--- src/rtl/dvp_cam_emu.sv ---
// dvp_cam_emu: DVP (OV2640-style) camera-sensor emulator.
// Drives VSYNC / HREF / 10-bit pixel data with frame and line timing and
// deterministic test patterns. PIXCLK is I_clk.
// Optional frame CRC-16-CCITT over O_pixdata[9:2] is built when
// DVP_EMU_CRC_EN is defined; otherwise O_crc/O_crc_valid are tied to 0.
module dvp_cam_emu #(
  parameter int H_ACTIVE = 640,
  parameter int V_ACTIVE = 480,
  parameter int H_BLANK  = 144,
  parameter int VS_LINES = 3,
  parameter int V_BPORCH = 17,
  parameter int V_FPORCH = 10,
  parameter int BPP      = 1,
  parameter bit VS_POL   = 1'b1
) (
  input  logic        I_clk,
  input  logic        I_rst_n,
  input  logic        I_en,
  input  logic [1:0]  I_mode,
  output logic        O_vsync,
  output logic        O_href,
  output logic [9:0]  O_pixdata,
  output logic [15:0] O_frame_cnt,
  output logic        O_busy,
  output logic [15:0] O_crc,
  output logic        O_crc_valid
);

  localparam int          LINE_LEN = H_ACTIVE * BPP + H_BLANK;
  localparam int unsigned HREF_LEN = H_ACTIVE * BPP;
  localparam int          V_MAX_A  = (VS_LINES > V_BPORCH) ? VS_LINES : V_BPORCH;
  localparam int          V_MAX_B  = (V_ACTIVE > V_FPORCH) ? V_ACTIVE : V_FPORCH;
  localparam int          V_MAX    = (V_MAX_A > V_MAX_B) ? V_MAX_A : V_MAX_B;
  localparam int          HW       = (LINE_LEN > 1) ? $clog2(LINE_LEN) : 1;
  localparam int          VW       = (V_MAX > 1) ? $clog2(V_MAX) : 1;

  typedef enum logic [2:0] {S_IDLE, S_VSYNC, S_VBP, S_ACTIVE, S_VFP} state_t;

  state_t        state, state_nx;
  logic [HW-1:0] h_cnt, h_nx;
  logic [VW-1:0] v_cnt, v_nx, v_last;
  logic [1:0]    mode, mode_nx;
  logic          frame_done;
  logic [31:0]   h_wide;
  logic [9:0]    x, y, pat;
  logic          second_byte;
  logic          vsync_nx, href_nx;
  logic [9:0]    pix_nx;

  // Number of lines (minus one) spent in the current state.
  always_comb begin
    // NOTE: every combinational output gets a default first, so no path leaves it unassigned and no latch is inferred.
    v_last = '0;
    case (state)
      S_VSYNC:  v_last = VW'(VS_LINES - 1);
      S_VBP:    v_last = VW'(V_BPORCH - 1);
      S_ACTIVE: v_last = VW'(V_ACTIVE - 1);
      S_VFP:    v_last = VW'(V_FPORCH - 1);
      default:  v_last = '0;
    endcase
  end

  // Next-state, line/pixel counters and pattern-mode latch.
  always_comb begin
    state_nx   = state;
    h_nx       = h_cnt;
    v_nx       = v_cnt;
    mode_nx    = mode;
    frame_done = 1'b0;
    if (state == S_IDLE) begin
      if (I_en) begin
        state_nx = S_VSYNC;
        h_nx     = '0;
        v_nx     = '0;
        mode_nx  = I_mode;
      end
    end else if (h_cnt != HW'(LINE_LEN - 1)) begin
      h_nx = h_cnt + HW'(1);
    end else begin
      h_nx = '0;
      if (v_cnt != v_last) begin
        v_nx = v_cnt + VW'(1);
      end else begin
        v_nx = '0;
        case (state)
          S_VSYNC:  state_nx = S_VBP;
          S_VBP:    state_nx = S_ACTIVE;
          S_ACTIVE: state_nx = S_VFP;
          default: begin
            // End of front porch: frame complete, restart only if still enabled.
            frame_done = 1'b1;
            if (I_en) begin
              state_nx = S_VSYNC;
              mode_nx  = I_mode;
            end else begin
              state_nx = S_IDLE;
            end
          end
        endcase
      end
    end
  end

  // Output values for the coming clock, decoded from the next counter state
  // so that the registered pins line up with the FSM.
  always_comb begin
    h_wide      = 32'(h_nx);
    x           = 10'(h_wide >> (BPP - 1));
    y           = 10'(v_nx);
    second_byte = (BPP == 2) && h_nx[0];
    case (mode)
      2'd0:    pat = x;
      2'd1:    pat = y;
      2'd2:    pat = (x[3] ^ y[3]) ? 10'h3FF : 10'h000;
      default: pat = {O_frame_cnt[7:0], 2'b00};
    endcase
    vsync_nx = (state_nx == S_VSYNC) ? VS_POL : ~VS_POL;
    href_nx  = (state_nx == S_ACTIVE) && (h_wide < HREF_LEN);
    pix_nx   = href_nx ? (second_byte ? ~pat : pat) : 10'h000;
  end

  // FSM, counters and registered sensor pins.
  always_ff @(posedge I_clk or negedge I_rst_n) begin
    if (!I_rst_n) begin
      state       <= S_IDLE;
      h_cnt       <= '0;
      v_cnt       <= '0;
      mode        <= '0;
      O_vsync     <= ~VS_POL;
      O_href      <= 1'b0;
      O_pixdata   <= '0;
      O_frame_cnt <= '0;
      O_busy      <= 1'b0;
    end else begin
      // NOTE: sequential state uses non-blocking assignments so every register samples pre-edge values.
      state     <= state_nx;
      h_cnt     <= h_nx;
      v_cnt     <= v_nx;
      mode      <= mode_nx;
      O_vsync   <= vsync_nx;
      O_href    <= href_nx;
      O_pixdata <= pix_nx;
      O_busy    <= (state_nx != S_IDLE);
      if (frame_done) O_frame_cnt <= O_frame_cnt + 16'd1;
    end
  end

`ifdef DVP_EMU_CRC_EN
  logic [15:0] crc_acc;

  function automatic logic [15:0] crc_step(input logic [15:0] c, input logic [7:0] d);
    logic [15:0] r;
    r = c;
    for (int i = 7; i >= 0; i--) begin
      r = (r[15] ^ d[i]) ? ((r << 1) ^ 16'h1021) : (r << 1);
    end
    return r;
  endfunction

  // Frame CRC: seeded on VSYNC entry, fed by each HREF byte, published on VFP entry.
  always_ff @(posedge I_clk or negedge I_rst_n) begin
    if (!I_rst_n) begin
      crc_acc     <= 16'hFFFF;
      O_crc       <= '0;
      O_crc_valid <= 1'b0;
    end else begin
      O_crc_valid <= 1'b0;
      if (state_nx == S_VSYNC && state != S_VSYNC) begin
        crc_acc <= 16'hFFFF;
      end else if (O_href) begin
        crc_acc <= crc_step(crc_acc, O_pixdata[9:2]);
      end
      // H_BLANK >= 1 guarantees the last active byte is already folded in here.
      if (state == S_ACTIVE && state_nx == S_VFP) begin
        O_crc       <= crc_acc;
        O_crc_valid <= 1'b1;
      end
    end
  end
`else
  assign O_crc       = '0;
  assign O_crc_valid = 1'b0;
`endif

endmodule

--- config.mk ---
export PLATFORM = sky130hd
export DESIGN_NAME = dvp_cam_emu
export DESIGN_NICKNAME = d
export VERILOG_FILES = /design/src/rtl/dvp_cam_emu.sv
export SDC_FILE = /design/constraint.sdc
export NUM_CORES = 1
export LEC_CHECK = 0
export CAP_MARGIN = 40
export CORE_ASPECT_RATIO = 1.1
export CORE_MARGIN = 2
export CORE_UTILIZATION = 54
export CTS_BUF_LIST = sky130_fd_sc_hd__clkbuf_8 sky130_fd_sc_hd__clkbuf_16
export DETAILED_ROUTE_END_ITERATION = 10
export HOLD_SLACK_MARGIN = 0.02
export PLACE_DENSITY = 0.92
export SYNTH_ARGS = -nofsm -noshare
export SYNTH_HDL_FRONTEND = slang
export SYNTH_SLANG_ARGS = --single-unit
--- constraint.sdc ---
create_clock -name I_clk -period 3.25 [get_ports I_clk]
set_input_delay 0.4875 -clock I_clk [delete_from_list [all_inputs] [get_ports I_clk]]
set_output_delay 0.4875 -clock I_clk [all_outputs]
set_load 0.005 [all_outputs]
Yosys cells after proc, flatten, opt, wreduce, memory -nomap -nowiden
Index checks and enable logic that the tools add are counted.

Output and inout port bits: 46. Logic and storage cells: 60. Bits in registers: 53.

Reductions and logical operators: 6. Add/sub/neg operators: 3. $lt $le $gt $ge: 1. Equal/unequal tests: 13. Bitwise gates (word level): 1. Multiplexer cells: 27.

Operator list (number): two-way mux 10 bit (5); two-way mux 9 bit (4); one-hot mux 9 bit (4 select lines) (1); one-hot mux 10 bit (3 select lines) (1); adder 16 x 1 -> 16 bit, second input constant (1); two-way mux 3 bit (4); adder 10 x 1 -> 10 bit, second input constant (1); < comparator 10 bit, second input constant (1); two-way mux 2 bit (5); inequality test 10 bit, second input constant (1); adder 9 x 1 -> 9 bit, second input constant (1); == test 3 x 2 -> 1 bit, second input constant (3); inequality test 9 bit (1); one-hot mux 3 bit (3 select lines) (1); == test 3 x 1 -> 1 bit, second input constant (2); two-way mux 1 bit (6); inequality test 2 bit, second input constant (2); == test 3 bit, second input constant (1); zero test 3 bit (1); AND reduction 3 bit (1); nonzero test 3 bit (1); OR reduction 3 bit (1); == test 2 x 1 -> 1 bit, second input constant (1); == test 2 bit, second input constant (1); other kinds (4) (4).

Depth between registers and ports, before layout
Gate-level depths: netlist of run 1.

Word-level depth: 10. Gate-level depth with buffers: 10. Gate-level depth less buffers: 8.

Worst setup path before layout of run 1
OpenSTA, ideal clock, no wires.

Path kind: register to register. From: register h_cnt[0]. To: register O_pixdata[3]. Setup slack: 848 ps. Clock period less this slack: 2402 ps. Cell stages (with the launch flop): 9. Data arrival time: 2272 ps. Cell sequence: dfrtp_1 ha_1 and4b_1 nand4_2 and3_4 a311oi_2 nand2_2 a22o_1 o41a_1.

Word-level cells in the longest chain between the ends: 7. Elaborated cells between the ends (all ways): 16.

RTL lines: from (decl) (line 40) `logic [HW-1:0] h_cnt, h_nx;`; from (signal assigned) (line 137) `h_cnt <= h_nx;`; inequality test 10 bit * (line 77) `end else if (h_cnt != HW'(LINE_LEN - 1)) begin`; two-way mux 9 bit * (line 77); two-way mux 9 bit * (line 70) `if (state == S_IDLE) begin`; named net v_nx[3] (line 41) `logic [VW-1:0] v_cnt, v_nx, v_last;`; XOR 1 bit (line 114) `2'd2: pat = (x[3] ^ y[3]) ? 10'h3FF : 10'h000;`; two-way mux 10 bit (line 114); one-hot mux 10 bit (3 select lines) * (line 111) `case (mode)`; two-way mux 10 bit * (line 119) `pix_nx = href_nx ? (second_byte ? ~pat : pat) : 10'h000;`; named net pix_nx[3] (line 48) `logic [9:0] pix_nx;`; to (signal assigned) (line 142) `O_pixdata <= pix_nx;`; to (decl) (line 22) `output logic [9:0] O_pixdata,`.

Mark *: on every way through the listed nets, which the timed path passes. The rest lies on a longest branch. A chain may end at the register's enable or synchronous reset.

Worst setup path after layout of run 1
Ends and elaborated chain as after synthesis.

==> parameters.txt, run 1 <==
Parameter                              Value

Synth
  Sequential-to-total area share from yosys stat    42.0%
  Average cell area after synthesis    9.60 um^2
  Dominant register cell in the synthesized netlist    sky130_fd_sc_hd__dfrtp_1
  Number of cells produced by synthesis    329
  Mapped Area    0.00316 mm^2
  Fraction of synthesis flops using an asynchronous set or reset pin    100%
  Number of distinct library cells after synthesis    70
  Number of warning messages in the yosys log    0
  FF+latch count, synth    53
  Number of synthesized flops with an enable pin    0

Timing
  Maximum clock frequency    358 MHz
  Actual slew at the worst max-slew pin    634 ps
  Total negative slack    0 ps
  Number of pins exceeding their max-slew limit in the final report    0
  Minimum clock period    2790 ps
  Worst max-slew margin expressed relative to the limit    57.5%
  Minimum setup slack in the final design    459 ps
  RSZ-0062 raised after global routing    false
  Worst Skew    7.30 ps
  Final period utilization    85.9%
  Fin. Hold Viols    0
  Total setup violations reported at the end of the flow    0

Critical path
  Critical Path RT    3450 ps
  Setup crit start kind    register
  CP Max Fanout    9
  Start-to-end type of the worst setup path    reg -> reg
  Data arrival, critical path    2990 ps
  Crit end category    register

CTS
  CTS clk-pin slew, worst paths    100 ps
  Cell at the root of the clock tree    sky130_fd_sc_hd__clkbuf_8
  Clk_lat worst skew    310 ps
  Count of instances resized after the clock tree is built    0
  TritonCTS clock tree    built
  CTS Buf Count    5
  Maximum level of the CTS H-tree    2
  Maximum number of buffers from clock root to sink    2
  Number of buffers inserted for hold repair after clock tree synthesis    0
  Number of sinks on the clock net    53
  Setup Buffers After CTS    0

Final layout
  Number of nets in the layout    364
  Synth-to-layout area growth    11.9%
  Share of cells above drive strength 1    8.40%
  Final-layout fill cell count    460
  Ant diodes    0

Detailed routing
  WL/cell    17.3 um
  DRC violation count after routing    0
  Via count normalized by instance count    6.27
  First-pass iteration count of the detailed router    6
  Wirelength, routed    7510 um
  Detail Route Antenna Nets    0
  Iteration-0 DRC Markers    359
  Vias after detailed routing    2720

Floorplan
  Area enclosed by the die boundary    0.00647 mm^2
  IO Count    51
  Row Count    29
  Core region area    0.00570 mm^2
  Die H    84.2 um
  Width of the chip    76.9 um
  Initial core utilization    55.4%

Place
  Placement Setup Slack    497 ps
  Estimated wirelength of the detail-placed design    5400 um
  Global placement routability congestion    0.945
  Port-buffer cells    33

GRT
  Maximum number of pins on one net before global-route repair    30
  Initial antenna violation count    0
  Total gr overflow    0
  Number of global-route vias before repair    2471
  Overall track demand over capacity in global routing    23.7%
  Global-route wire length before repair    12200 um

Power and ir drop
  Maximum vdd ir drop    0.373 mV
  Static leakage power    1.54 nW
  Power per unit of standard cell area    450 mW/mm^2

Outcome
  Status    finished clean

Run
  Max_cap viols    0

Hold path
  Hold WC Path Type    in -> async
## metrics by stage
step	power [W]	instance area, um^2	utilization, %	hold slack [ps]	instances
after floorplan	0.00110	3220	-	192	345
after global placement	0.00119	3440	60.5	463	426
after detailed placement	0.00120	3440	60.5	465	426
after CTS	0.00158	3530	62.0	185	434
after global routing	0.00168	3530	62.0	199	434
final	0.00159	3530	62.0	166	434
## cell families (layout without fill, tap and decap cells)
logic type,after synthesis,in the layout,synth area share (%)
adders and majority gates,3,3,1.19
buffers and inverters,39,51,7.45
muxes,5,5,1.66
DFF,53,53,42.0
xor gates and xnor gates,20,20,5.55
AOI/OAI and AO/OA,73,73,16.6
and+or+nand+nor,135,135,25.4
other,1,17,0.119
## sequential cells by signal, indices dropped and copies added, names as in the netlist
signal       flops
v_cnt            9
state            3
O_busy           1
O_pixdata       10
h_cnt           10
O_href           1
mode             2
O_vsync          1
O_frame_cnt     16
## path summary, 6_finish.rpt
path                       depth (start not counted)         endpoint            start  slack [ps]
max reg2reg                                        8     O_pixdata[3]         h_cnt[0]         460
min                                                1         h_cnt[2]          I_rst_n         170
min reg2reg                                        1  O_frame_cnt[15]  O_frame_cnt[15]         490
min in group I_clk                                 1  O_frame_cnt[15]  O_frame_cnt[15]         490
max                                                8     O_pixdata[3]         h_cnt[0]         460
max in group asynchronous                          2     O_pixdata[4]          I_rst_n        2290
## power breakdown
part	internal (W)	switching, W	leakage [nW]
logic	0.000139	0.000246	0.791
clock network	0.000151	0.000223	0.0497
registers	0.000712	0.000117	0.704
total	0.00100	0.000586	1.54
## layout make-up
type | count | area (um^2) | area share, %
Sequential cell | 53 | 1330 | 37.6
Tap cell | 77 | 96.3 | 2.73
Clock inverter | 3 | 17.5 | 0.496
Multi-Input combinational cell | 253 | 1660 | 46.9
Timing Repair Buffer | 34 | 333 | 9.43
Inverter | 9 | 33.8 | 0.957
Clock buffer | 5 | 68.8 | 1.95
## critical path, cell delays in order (launching register included)
cell                       delay (ps)
sky130_fd_sc_hd__dfrtp_1          470
sky130_fd_sc_hd__ha_1             280
sky130_fd_sc_hd__and4b_1          300
sky130_fd_sc_hd__nand4_2          270
sky130_fd_sc_hd__and3_4           290
sky130_fd_sc_hd__a311oi_2         320
sky130_fd_sc_hd__nand2_2          170
sky130_fd_sc_hd__a22o_1           230
sky130_fd_sc_hd__o41a_1           360
## synth_stat cells (3+ instances only)
cell type                   n  area [um^2]
sky130_fd_sc_hd__xnor2_1   16          140
sky130_fd_sc_hd__nand2_1   36          135
sky130_fd_sc_hd__buf_2      4         20.0
sky130_fd_sc_hd__xor2_1     4         35.0
sky130_fd_sc_hd__nand2b_1   3         18.8
sky130_fd_sc_hd__o211ai_1   3         22.5
sky130_fd_sc_hd__ha_1       3         37.5
sky130_fd_sc_hd__inv_1      8         30.0
sky130_fd_sc_hd__buf_4     20          150
sky130_fd_sc_hd__a21oi_1    8         40.0
sky130_fd_sc_hd__nor3b_1    3         22.5
sky130_fd_sc_hd__nor3_2     3         30.0
sky130_fd_sc_hd__nand3b_1   3         22.5
sky130_fd_sc_hd__o21ai_0   20          100
sky130_fd_sc_hd__a21o_1     3         22.5
sky130_fd_sc_hd__clkbuf_1   4         15.0
sky130_fd_sc_hd__nand4b_1   3         26.3
sky130_fd_sc_hd__and3_1     7         43.8
sky130_fd_sc_hd__mux2i_1    3         30.0
sky130_fd_sc_hd__nand3_1   18         90.1
sky130_fd_sc_hd__nor2_1    18         67.6
sky130_fd_sc_hd__nand4_1   10         62.6
sky130_fd_sc_hd__a31oi_1    8         50.1
sky130_fd_sc_hd__and4b_1    3         30.0
sky130_fd_sc_hd__nor3_1     8         40.0
sky130_fd_sc_hd__dfrtp_1   53         1330
## placed cells by master (no fill, tap or decap), types with 9 or more instances in the layout
master,netlist,routed
sky130_fd_sc_hd__nand3_1,18,18
sky130_fd_sc_hd__nor2_1,18,18
sky130_fd_sc_hd__inv_1,8,9
sky130_fd_sc_hd__nand4_1,10,10
sky130_fd_sc_hd__xnor2_1,16,16
sky130_fd_sc_hd__conb_1,1,17
sky130_fd_sc_hd__dfrtp_1,53,53
sky130_fd_sc_hd__o21ai_0,20,20
sky130_fd_sc_hd__clkdlybuf4s50_1,0,32
sky130_fd_sc_hd__nand2_1,36,36
## routing by layer
layer,vias up,track usage (%),share of wire (%)
met3,33,4.30,8.0
met2,148,37.6,48
met1,1310,31.6,41
li1,1229,-,-
met5,-,0,0
met4,0,11.2,3.7
Note: power is estimated with default switching activity, not from simulation.
==> inputs of run 2 (changes only) <==
ABC_CLOCK_PERIOD_IN_PS = 3250   (was not set)
CTS_CLUSTER_SIZE = 40   (was not set)
==> results of run 2 <==
Final layout, timing and power as in run 1 (identical DEF).
